$ cat src/rtl/fetch_queue_pkg.sv
// Shared constants and entry layout for the fetch-to-decode queue.
package fetch_queue_pkg;

  localparam int FQ_AW    = 16;
  localparam int FQ_DEPTH = 4;

  typedef struct packed {
    logic [FQ_AW-1:0] pc;
    logic [FQ_AW-1:0] instr;
  } fq_entry_t;

endpackage

$ cat src/rtl/fetch_queue_mem.sv
// Queue storage: one synchronous write port, one asynchronous read port.
module fetch_queue_mem #(
  parameter int DEPTH = 4,
  parameter int W     = 32
) (
  input  logic                     clk,
  input  logic                     we,
  input  logic [$clog2(DEPTH)-1:0] waddr,
  input  logic [W-1:0]             wdata,
  input  logic [$clog2(DEPTH)-1:0] raddr,
  output logic [W-1:0]             rdata
);

  logic [W-1:0] mem [DEPTH];

  // Contents are never reset; pointers and count alone define validity.
  always_ff @(posedge clk) begin
    if (we) mem[waddr] <= wdata;
  end

  assign rdata = mem[raddr];

endmodule

$ cat src/rtl/fetch_queue.sv
// Fetch-to-decode instruction queue with flush; inReady depends on registered occupancy only.
module fetch_queue
  import fetch_queue_pkg::*;
#(
  parameter int DEPTH = FQ_DEPTH,
  parameter int AW    = FQ_AW
) (
  input  logic                   clk,
  input  logic                   nRst,
  input  logic                   inValid,
  input  logic [AW-1:0]          inPc,
  input  logic [AW-1:0]          inInstr,
  output logic                   inReady,
  output logic                   outValid,
  output logic [AW-1:0]          outPc,
  output logic [AW-1:0]          outInstr,
  input  logic                   outReady,
  input  logic                   flush,
  output logic [$clog2(DEPTH):0] count
);

  localparam int PW = $clog2(DEPTH);
  localparam int CW = PW + 1;

  logic [PW-1:0]   wr_ptr;
  logic [PW-1:0]   rd_ptr;
  logic [2*AW-1:0] rd_data;
  logic            enq;
  logic            deq;

  // A slot freed by this cycle's dequeue is only offered next cycle.
  assign inReady  = (count < CW'(DEPTH));
  assign outValid = (count != '0);

  assign enq = inValid && inReady && !flush;
  assign deq = outValid && outReady && !flush;

  always_ff @(posedge clk or negedge nRst) begin
    if (!nRst) begin
      wr_ptr <= '0;
      rd_ptr <= '0;
      count  <= '0;
    end else if (flush) begin
      wr_ptr <= '0;
      rd_ptr <= '0;
      count  <= '0;
    end else begin
      if (enq) wr_ptr <= wr_ptr + PW'(1);
      if (deq) rd_ptr <= rd_ptr + PW'(1);
      case ({enq, deq})
        2'b10:   count <= count + CW'(1);
        2'b01:   count <= count - CW'(1);
        default: count <= count;
      endcase
    end
  end

  fetch_queue_mem #(
    .DEPTH (DEPTH),
    .W     (2 * AW)
  ) u_mem (
    .clk   (clk),
    .we    (enq),
    .waddr (wr_ptr),
    .wdata ({inPc, inInstr}),
    .raddr (rd_ptr),
    .rdata (rd_data)
  );

  assign outPc    = outValid ? rd_data[2*AW-1:AW] : '0;
  assign outInstr = outValid ? rd_data[AW-1:0]    : '0;

endmodule
$ cat config.mk
export PLATFORM = sky130hd
export DESIGN_NAME = fetch_queue
export DESIGN_NICKNAME = d
export VERILOG_FILES = /design/src/rtl/fetch_queue_pkg.sv /design/src/rtl/fetch_queue_mem.sv /design/src/rtl/fetch_queue.sv
export SDC_FILE = /design/constraint.sdc
export NUM_CORES = 1
export LEC_CHECK = 0
export ABC_AREA = 1
export ABC_CLOCK_PERIOD_IN_PS = 4800
export CORE_MARGIN = 1.5
export CORE_UTILIZATION = 45
export CTS_CLUSTER_SIZE = 40
export DETAILED_ROUTE_END_ITERATION = 16
export PLACE_DENSITY = 0.64
export SLEW_MARGIN = 20
export SYNTH_ARGS = -nofsm -noshare
export SYNTH_HDL_FRONTEND = slang
export SYNTH_HIERARCHICAL = 1
export SYNTH_SLANG_ARGS = --single-unit
$ cat constraint.sdc
create_clock -name clk -period 4.8 [get_ports clk]
set_input_delay 0.96 -clock clk [delete_from_list [all_inputs] [get_ports clk]]
set_output_delay 0.96 -clock clk [all_outputs]
set_load 0.1 [all_outputs]
* Yosys cells after proc, flatten, opt, wreduce, memory -nomap -nowiden
Memory sizes are Yosys's and may differ from the RTL's.
Index checks and enable logic that the tools add are counted.
** Word-level totals
- Register bits :: 7
- RAM bits :: 128
- Input port bits :: 37
- Output and inout bits :: 37
- Word-level logic and storage cells :: 30
- Memories :: 1
** Memories
- u_mem.mem :: words 4, bits a word 32, read ports 1, clocked after Yosys merged registers in 0, write ports 1, RTL line fetch_queue_mem.sv:14 : logic [W-1:0] mem [DEPTH];
** Cells by class
- Add/sub/neg operators :: 4
- Magnitude comparators :: 1
- Eq/ne operators :: 2
- Multiplexer cells :: 10
- Reduce and logical (&&, ||, !) cells :: 9
** Operator list (count)
- $mux W16 :: 2
- $mux W2 :: 4
- $pmux W3 S2 :: 1
- $reduce_bool A3 Y1 :: 2
- $add A2 B1 Y2 const B :: 2
- $logic_and A1 B1 Y1 :: 4
- $reduce_bool A2 Y1 :: 2
- $add A3 B1 Y3 const B :: 1
- $lt A3 B3 Y1 const B :: 1
- $mux W3 :: 1
- $sub A3 B1 Y3 const B :: 1
- $eq A2 B1 Y1 const B :: 1
- $eq A2 B2 Y1 const B :: 1
- $mux W1 :: 2
- $logic_not A1 Y1 :: 1

* Longest topological paths before layout
Gate-level depths: netlist of run 1.
- Depth in word-level cells :: 6
- Gate-level depth with buffers :: 9
- Depth with buffers taken out :: 9

* By module
Netlist of run 1, hierarchy kept.
** By module, submodules not included
- fetch_queue_mem :: times used 1, cells an instance 509, area each 5437.7 um^2, seq. area each 3843.7 um^2
- fetch_queue :: times used 1, cells an instance 120, area each 670.6 um^2, seq. area each 175.2 um^2

* Worst setup path after synthesis of run 1
Ideal clock, no wire load.
- Path kind :: register -> output
- From :: reg count[2]
- To :: out outInstr[0]
- Arrival time :: 3704 ps
- Path slack :: 136 ps
- Cell stages (with the launch flop) :: 6
- Path buffers :: 1
- Cell sequence :: dfrtp_1 inv_2 nand2_2 inv_1 buf_2 nor2_1
** On the way
- Cells in the longest elaborated chain, start to end :: 2
** Ends and longest elaborated chain
- from (decl) :: RTL line fetch_queue.sv:19 : output logic [$clog2(DEPTH):0] count
- from (signal assigned) :: RTL line fetch_queue.sv:51 : 2'b10: count <= count + CW'(1);
- from (signal assigned) :: RTL line fetch_queue.sv:52 : 2'b01: count <= count - CW'(1);
- from (signal assigned) :: RTL line fetch_queue.sv:53 : default: count <= count;
- $reduce_bool A3 Y1 :: RTL line fetch_queue.sv:33 : assign outValid = (count != '0);
- net outValid :: RTL line fetch_queue.sv:14 : output logic outValid,
- $mux W16 :: RTL line fetch_queue.sv:71 : assign outInstr = outValid ? rd_data[AW-1:0] : '0;
- to (decl) :: RTL line fetch_queue.sv:16 : output logic [AW-1:0] outInstr,
The timed path passes the listed nets, and every way through them passes these cells.

* Final worst setup path of run 1
- From :: reg rd_ptr[0]
- To :: out outPc[13]
** On the way
- Cells in the longest elaborated chain, start to end :: 2
** Ends and longest elaborated chain
- from (decl) :: RTL line fetch_queue.sv:26 : logic [PW-1:0] rd_ptr;
- from (signal assigned) :: RTL line fetch_queue.sv:49 : if (deq) rd_ptr <= rd_ptr + PW'(1);
- $mem_v2 Z4 W32
- net rd_data[29] :: RTL line fetch_queue.sv:27 : logic [2*AW-1:0] rd_data;
- $mux W16 :: RTL line fetch_queue.sv:70 : assign outPc = outValid ? rd_data[2*AW-1:AW] : '0;
- to (decl) :: RTL line fetch_queue.sv:15 : output logic [AW-1:0] outPc,
The timed path passes the listed nets, and every way through them passes these cells.

==> impl_metrics.py, run 1 <==
metrics = {
    "sta": {
        "timing.fmax_mhz": 293,
        "tightest_slew_ps": 978,
        "worst_hold_slack_ps": 569,
        "setup-violations-final": 0,
        "period_share": 0.711,
        "tns_ps": 0,
        "finalWorstSetupSlack_ps": 1390,
        "drv_slew": 0,
        "max-slew-margin-rel": 0.346,
        "period_minus_slack_ps": 3410,
        "worst_clock_skew_ps": 5.75,
        "grt_setup_unrepaired": "no",
        "hold_viol_final": 0,
    },
    "setup_path": {
        "path_max_fanout": 64,
        "worstPathCellList": "clkinv_2, nand2_1, nand3_1, nand2_1, inv_1, nor2_1, buf_4",
        "required_ps": 3840,
        "critPathMostFrequentCell": "nand2_1",
        "cp-end-kind": "output port",
        "crit_type": "register to output port",
        "r2r-end": "u_mem/mem[2][26]",
        "start_kind": "register",
        "reg2reg_slack_ps": 2790,
        "rr_startpoint": "count[2]",
        "r2r_cells": 4,
        "cpMaxStageDelayCell": "clkinv_2",
        "slowest_delay_ps": 690,
        "crit_arrival_ps": 2450,
    },
    "placement": {
        "dpl_cell_area_mm2": 0.00689,
        "gp_congestion": 0.778,
        "place_ws_ps": 1690,
        "hpwl_um": 6880,
        "dp.cells": 863,
        "portBuffers": 73,
    },
    "global_routing": {
        "grt_pass1_vias": 4016,
        "grt_pass1_wl_um": 19500,
        "grt.busiest_layer": "met2",
        "antenna_found_initial": 0,
        "met1_usage": 0.227,
        "grt_usage": 0.181,
        "grt_overflow": 0,
        "grt_use_met3": 0.0490,
        "grt_max_degree": 68,
        "use_met2": 0.296,
    },
    "clock_tree": {
        "cts_buffers": 17,
        "cts_resized": 0,
        "clk_pin_slew_ps": 60,
        "cts_tree": "built",
        "cts-htree-levels": 4,
        "cts_buffer_depth": 2,
        "insertion_delay_ps": 420,
        "post_cts_buffers": 0,
        "cts-root-buf": "clkbuf_16",
        "cts.sinks": 135,
        "holdBufCountCts": 0,
    },
    "floorplanning": {
        "die_area_mm2": 0.0143,
        "core_area_mm2": 0.0132,
        "die_w_um": 120,
        "initial_core_util": 0.461,
        "num_rows": 42,
        "die_y_um": 120,
        "pin_count": 74,
    },
    "final_layout": {
        "stdcell_count": 894,
        "antenna_cells": 0,
        "drive_gt1_frac": 0.116,
        "final.fill_count": 1126,
        "area_delta_synth_final_pct": 23.6,
        "fin_nets": 744,
        "design_area_mm2": 0.00755,
    },
    "synth": {
        "synth.area.top_cells": "edfxtp_1 63%, inv_1 11%, nand2_1 11%",
        "ys_ff_latch": 135,
        "synth_cells": 629,
        "synth_top_area_share": 0.629,
        "syn_nets": 667,
        "avgSynthCellArea_um2": 9.71,
        "ys_seq_area_frac": 0.658,
        "yosysTopAreaCell": "edfxtp_1",
        "synthesis.area_mm2": 0.00611,
        "yosys_warnings": 6,
        "synth.distinct_cells": 21,
    },
    "power_and_ir_drop": {
        "powerDensity_mw_per_mm2": 671,
        "power.leakage_nw": 3.53,
        "vdd_drop_max_uv": 641,
    },
    "drt": {
        "drc_errors": 0,
        "antenna_left": 0,
        "via_count": 4060,
        "drt_iter0_drc": 264,
        "wl_per_cell_um": 13.6,
        "drt_wl_total_um": 12100,
        "firstDrtPassIters": 5,
        "viasPerCell": 4.54,
    },
    "worst_hold_path": {
        "hold_class": "register to register",
        "hold_start": "count[1]",
        "holdPathStages": 2,
        "hold_end": "count[1]",
    },
    "run_status": {
        "outcome": "complete, no violations",
    },
    "run": {
        "cap_violations": 0,
    },
}
==> layout make-up <==
class                           count  area [um^2]  share of cell area
Tap cell                          176          220              0.0292
Clock inverter                     14          231              0.0307
Multi-Input combinational cell    295         1280               0.170
Timing Repair Buffer               81          711              0.0941
Clock buffer                       17          425              0.0563
Sequential cell                   135         4020               0.532
Inverter                          176          662              0.0877
==> metal layers <==
metal,vias up,part of all wire,wire [um]
li1,2072,-,-
met1,1859,0.43,5270
met5,-,0,0
met2,115,0.49,5960
met3,14,0.060,728
met4,0,0.013,163
==> state kept, by name, indices dropped and copies added, names as in the netlist <==
register / cells
u_mem/mem: 128
count: 3
rd_ptr: 2
wr_ptr: 2
==> critical path, delay by kind of cell (launching register included) <==
kind	cells	cell delay, ps
buffers and inverters	3	1050
DFF	1	360
and+or+nand+nor	4	610
==> power by group <==
group / total [mW] / internal (mW) / switching, mW
clock: 1.43 / 0.965 / 0.469
combinational: 2.25 / 0.424 / 1.83
sequential: 1.38 / 1.35 / 0.0280
total: 5.07 / 2.74 / 2.33
==> layout by cell type (no fill, tap or decap) <==
master / instances
edfxtp_1: 128
clkinv_2: 2
nor3_2: 4
clkinv_4: 1
a21oi_2: 1
nand3_2: 1
buf_4: 40
o21ai_0: 3
clkinvlp_4: 4
o21ai_1: 1
clkbuf_16: 17
dfrtp_2: 1
nand2_1: 171
nand2_2: 3
inv_1: 173
a21oi_1: 3
dfrtp_1: 6
fa_1: 1
a21oi_4: 1
clkdlybuf4s50_1: 41
o21a_1: 1
nand4_1: 1
bufinv_16: 6
nor2_1: 36
inv_2: 2
nor3_1: 1
clkinv_1: 2
nand3_1: 67
==> cell families (layout without fill, tap and decap cells) <==
family                   count (synthesis)  in the layout  synth area share
AND/OR/NAND/NOR                        284            284             0.192
buffers and inverters                  199            288             0.136
flip-flops                             135            135             0.658
AO/OA/AOI/OAI                           10             10            0.0111
adder cells (fa/ha/maj)                  1              1           0.00328
==> per-stage QoR <==
stage | total power [mW] | util
final | 5.07 | 0.570
after global routing | 5.26 | 0.570
after CTS | 5.10 | 0.570
after detailed placement | 3.67 | 0.520
after global placement | 3.65 | 0.520
after floorplan | 3.24 | -
==> worst max path at each step <==
| stage | startpoint | slack [ps] | end |
|---|---|---|---|
| floorplan | count[2] | 140 | outInstr[0] |
| global placement | flush | 1720 | u_mem/mem[2][18] |
| detailed placement | flush | 1690 | u_mem/mem[2][18] |
| CTS | rd_ptr[1] | 1440 | outPc[15] |
| global route | rd_ptr[0] | 1130 | outInstr[8] |
| finish | rd_ptr[0] | 1390 | outPc[13] |
==> cells in the mapped netlist, drive strengths merged <==
cell type    n
o21ai        4
fa           1
nor2        36
edfxtp     128
nand2      174
buf         23
a21oi        5
nand4        1
nor3         5
nand3       68
inv        176
o21a         1
dfrtp        7
(Power assumes the default switching activity.)
==> inputs of run 2 (changes only) <==
Settings changed: ABC_CLOCK_PERIOD_IN_PS 4800 to 2970, PLACE_DENSITY 0.64 to 0.66.
Clock period 4.8 ns to 2.97 ns, I/O delays scaled along.
==> impl_metrics.py, run 2 (synthesis gave the netlist of run 1 again) <==
metrics = {
    "final_layout": {
        "stdcell_count": 903,
        "fin_nets": 752,
        "largest_reg_flops": 128,
        "area_delta_synth_final_pct": 33.7,
        "reg_top3": "u_mem/mem: 128 flops, count: 3 flops",
        "final_cell_mix": "173 x inv_1, 171 x nand2_1, 128 x edfxtp_1",
        "regMostFlops": "u_mem/mem",
        "mostFrequentLayoutCell": "inv_1",
        "drive_gt1_frac": 0.184,
        "antenna_cells": 0,
    },
    "setup_path": {
        "crit_type": "register to output port",
        "slowest_delay_ps": 570,
        "worstPathCellList": "buf_4, nand2_1, nand3_1, nand2_1, inv_1, nor2_4, buf_12",
        "crit_arrival_ps": 2020,
        "path_max_fanout": 67,
        "start_kind": "register",
        "critPathMostFrequentCell": "nand2_1",
        "cp-end-kind": "output port",
        "required_ps": 2380,
        "cpMaxStageDelayCell": "buf_4",
        "r2r_cells": 4,
    },
    "floorplanning": {
        "die_area_mm2": 0.0143,
        "pin_count": 74,
        "core_area_mm2": 0.0132,
        "die_y_um": 120,
        "die_w_um": 120,
        "num_rows": 42,
        "initial_core_util": 0.461,
    },
    "clock_tree": {
        "cts-root-buf": "clkbuf_16",
        "post_cts_buffers": 0,
        "clk_pin_slew_ps": 60,
        "cts_buffers": 17,
        "holdBufCountCts": 0,
        "cts-htree-levels": 4,
        "cts.sinks": 135,
        "cts_resized": 0,
        "cts_tree": "built",
        "cts_buffer_depth": 2,
        "insertion_delay_ps": 410,
    },
    "placement": {
        "dp.cells": 871,
        "portBuffers": 73,
        "gp_congestion": 0.760,
        "hpwl_um": 7690,
    },
    "drt": {
        "antenna_left": 0,
        "firstDrtPassIters": 5,
        "drc_errors": 0,
        "drt_wl_total_um": 12100,
        "drt_iter0_drc": 196,
        "viasPerCell": 4.63,
        "wl_per_cell_um": 13.4,
        "via_count": 4184,
    },
    "power_and_ir_drop": {
        "power_frac_comb": 0.538,
        "switchingPower_mw": 4.25,
        "finalPower_mw": 9.05,
        "powerDensity_mw_per_mm2": 1110,
        "power.leakage_nw": 3.69,
        "clkPwrFrac": 0.215,
        "p_int_mw": 4.80,
        "pwr-share-seq": 0.247,
        "vdd_drop_max_uv": 1140,
        "switching_share": 0.470,
    },
    "global_routing": {
        "grt_pass1_wl_um": 19800,
        "grt_pass1_vias": 4149,
        "grt_usage": 0.180,
        "antenna_found_initial": 0,
        "grt_max_degree": 68,
        "grt_overflow": 0,
    },
    "sta": {
        "setup-violations-final": 0,
        "hold_viol_final": 0,
        "grt_setup_unrepaired": "no",
        "period_minus_slack_ps": 2610,
        "tightest_slew_ps": 710,
        "timing.fmax_mhz": 383,
        "max-slew-margin-rel": 0.527,
        "drv_slew": 0,
        "worst_clock_skew_ps": 7.40,
        "period_share": 0.879,
    },
    "worst_hold_path": {
        "hold_class": "input pin to async pin",
    },
    "run_status": {
        "outcome": "complete, no violations",
    },
    "run": {
        "cap_violations": 0,
    },
}
[run 2: cell types whose count changed in the layout (fill, tap and decap cells not counted), sizes merged]
cell / previous run / this run
buf: 40 / 53
inv: 175 / 184
clkinvlp: 4 / 2
clkdlybuf4s50: 41 / 36
bufinv: 6 / 0
[run 2: area by class of cell]
class | count | area (um^2)
fillers | 1084 | 5080
flip-flops and latches | 135 | 4030
multi-input cells | 295 | 1520
repair buffers | 89 | 1180
inverters | 176 | 662
clock buffers | 17 | 425
well taps | 176 | 220
clock inverters | 15 | 133
[run 2: critical path, delay by kind of cell, from the launching register on]
kind                   cells  cell delay [ps]
buffers and inverters      3              830
DFF                        1              360
and+or+nand+nor            4              390
[run 2: power by group through the flow]
stage	Sequential, mW	Clock (mW)	Combinational (mW)
after global routing	2.24	2.06	5.09
after CTS	2.24	1.97	4.91
after detailed placement	2.28	0	4.90
after global placement	2.27	0	4.86
final	2.24	1.95	4.86
after floorplan	2.38	0	3.25
[run 2: stage by stage]
| stage | hold slack [ps] | setup TNS (ps) | setup slack (ps) | cell area, um^2 | utilization |
|---|---|---|---|---|---|
| final | 459 | 0 | 359 | 8170 | 0.617 |
| after global placement | 535 | 0 | 621 | 7610 | 0.574 |
| after detailed placement | 566 | 0 | 535 | 7610 | 0.574 |
| after CTS | 450 | 0 | 340 | 8170 | 0.617 |
| after global routing | 461 | 0 | 206 | 8170 | 0.617 |
| after floorplan | 298 | -78790 | -616 | 6350 | - |
[run 2: final timing paths]
| check | from | end | slack [ps] |
|---|---|---|---|
| min reg2reg | count[1] | count[1] | 570 |
| max in group asynchronous | nRst | count[2] | 2220 |
| min in group clk | count[1] | count[1] | 570 |
| max | rd_ptr[0] | outInstr[1] | 360 |
| min | nRst | count[2] | 460 |
| max reg2reg | count[2] | u_mem/mem[1][3] | 1220 |
[run 2: routing by layer]
metal  wire length (um)  GRT usage
met1               4940      0.217
met2               6390      0.321
met3                561     0.0352
met4                183     0.0677
met5                  0          0
==> inputs of run 3 (changes only) <==
Settings changed: CTS_CLUSTER_DIAMETER set to 80.
==> results of run 3 <==
Same layout as run 2: the final DEF is identical, and so are final timing and power.
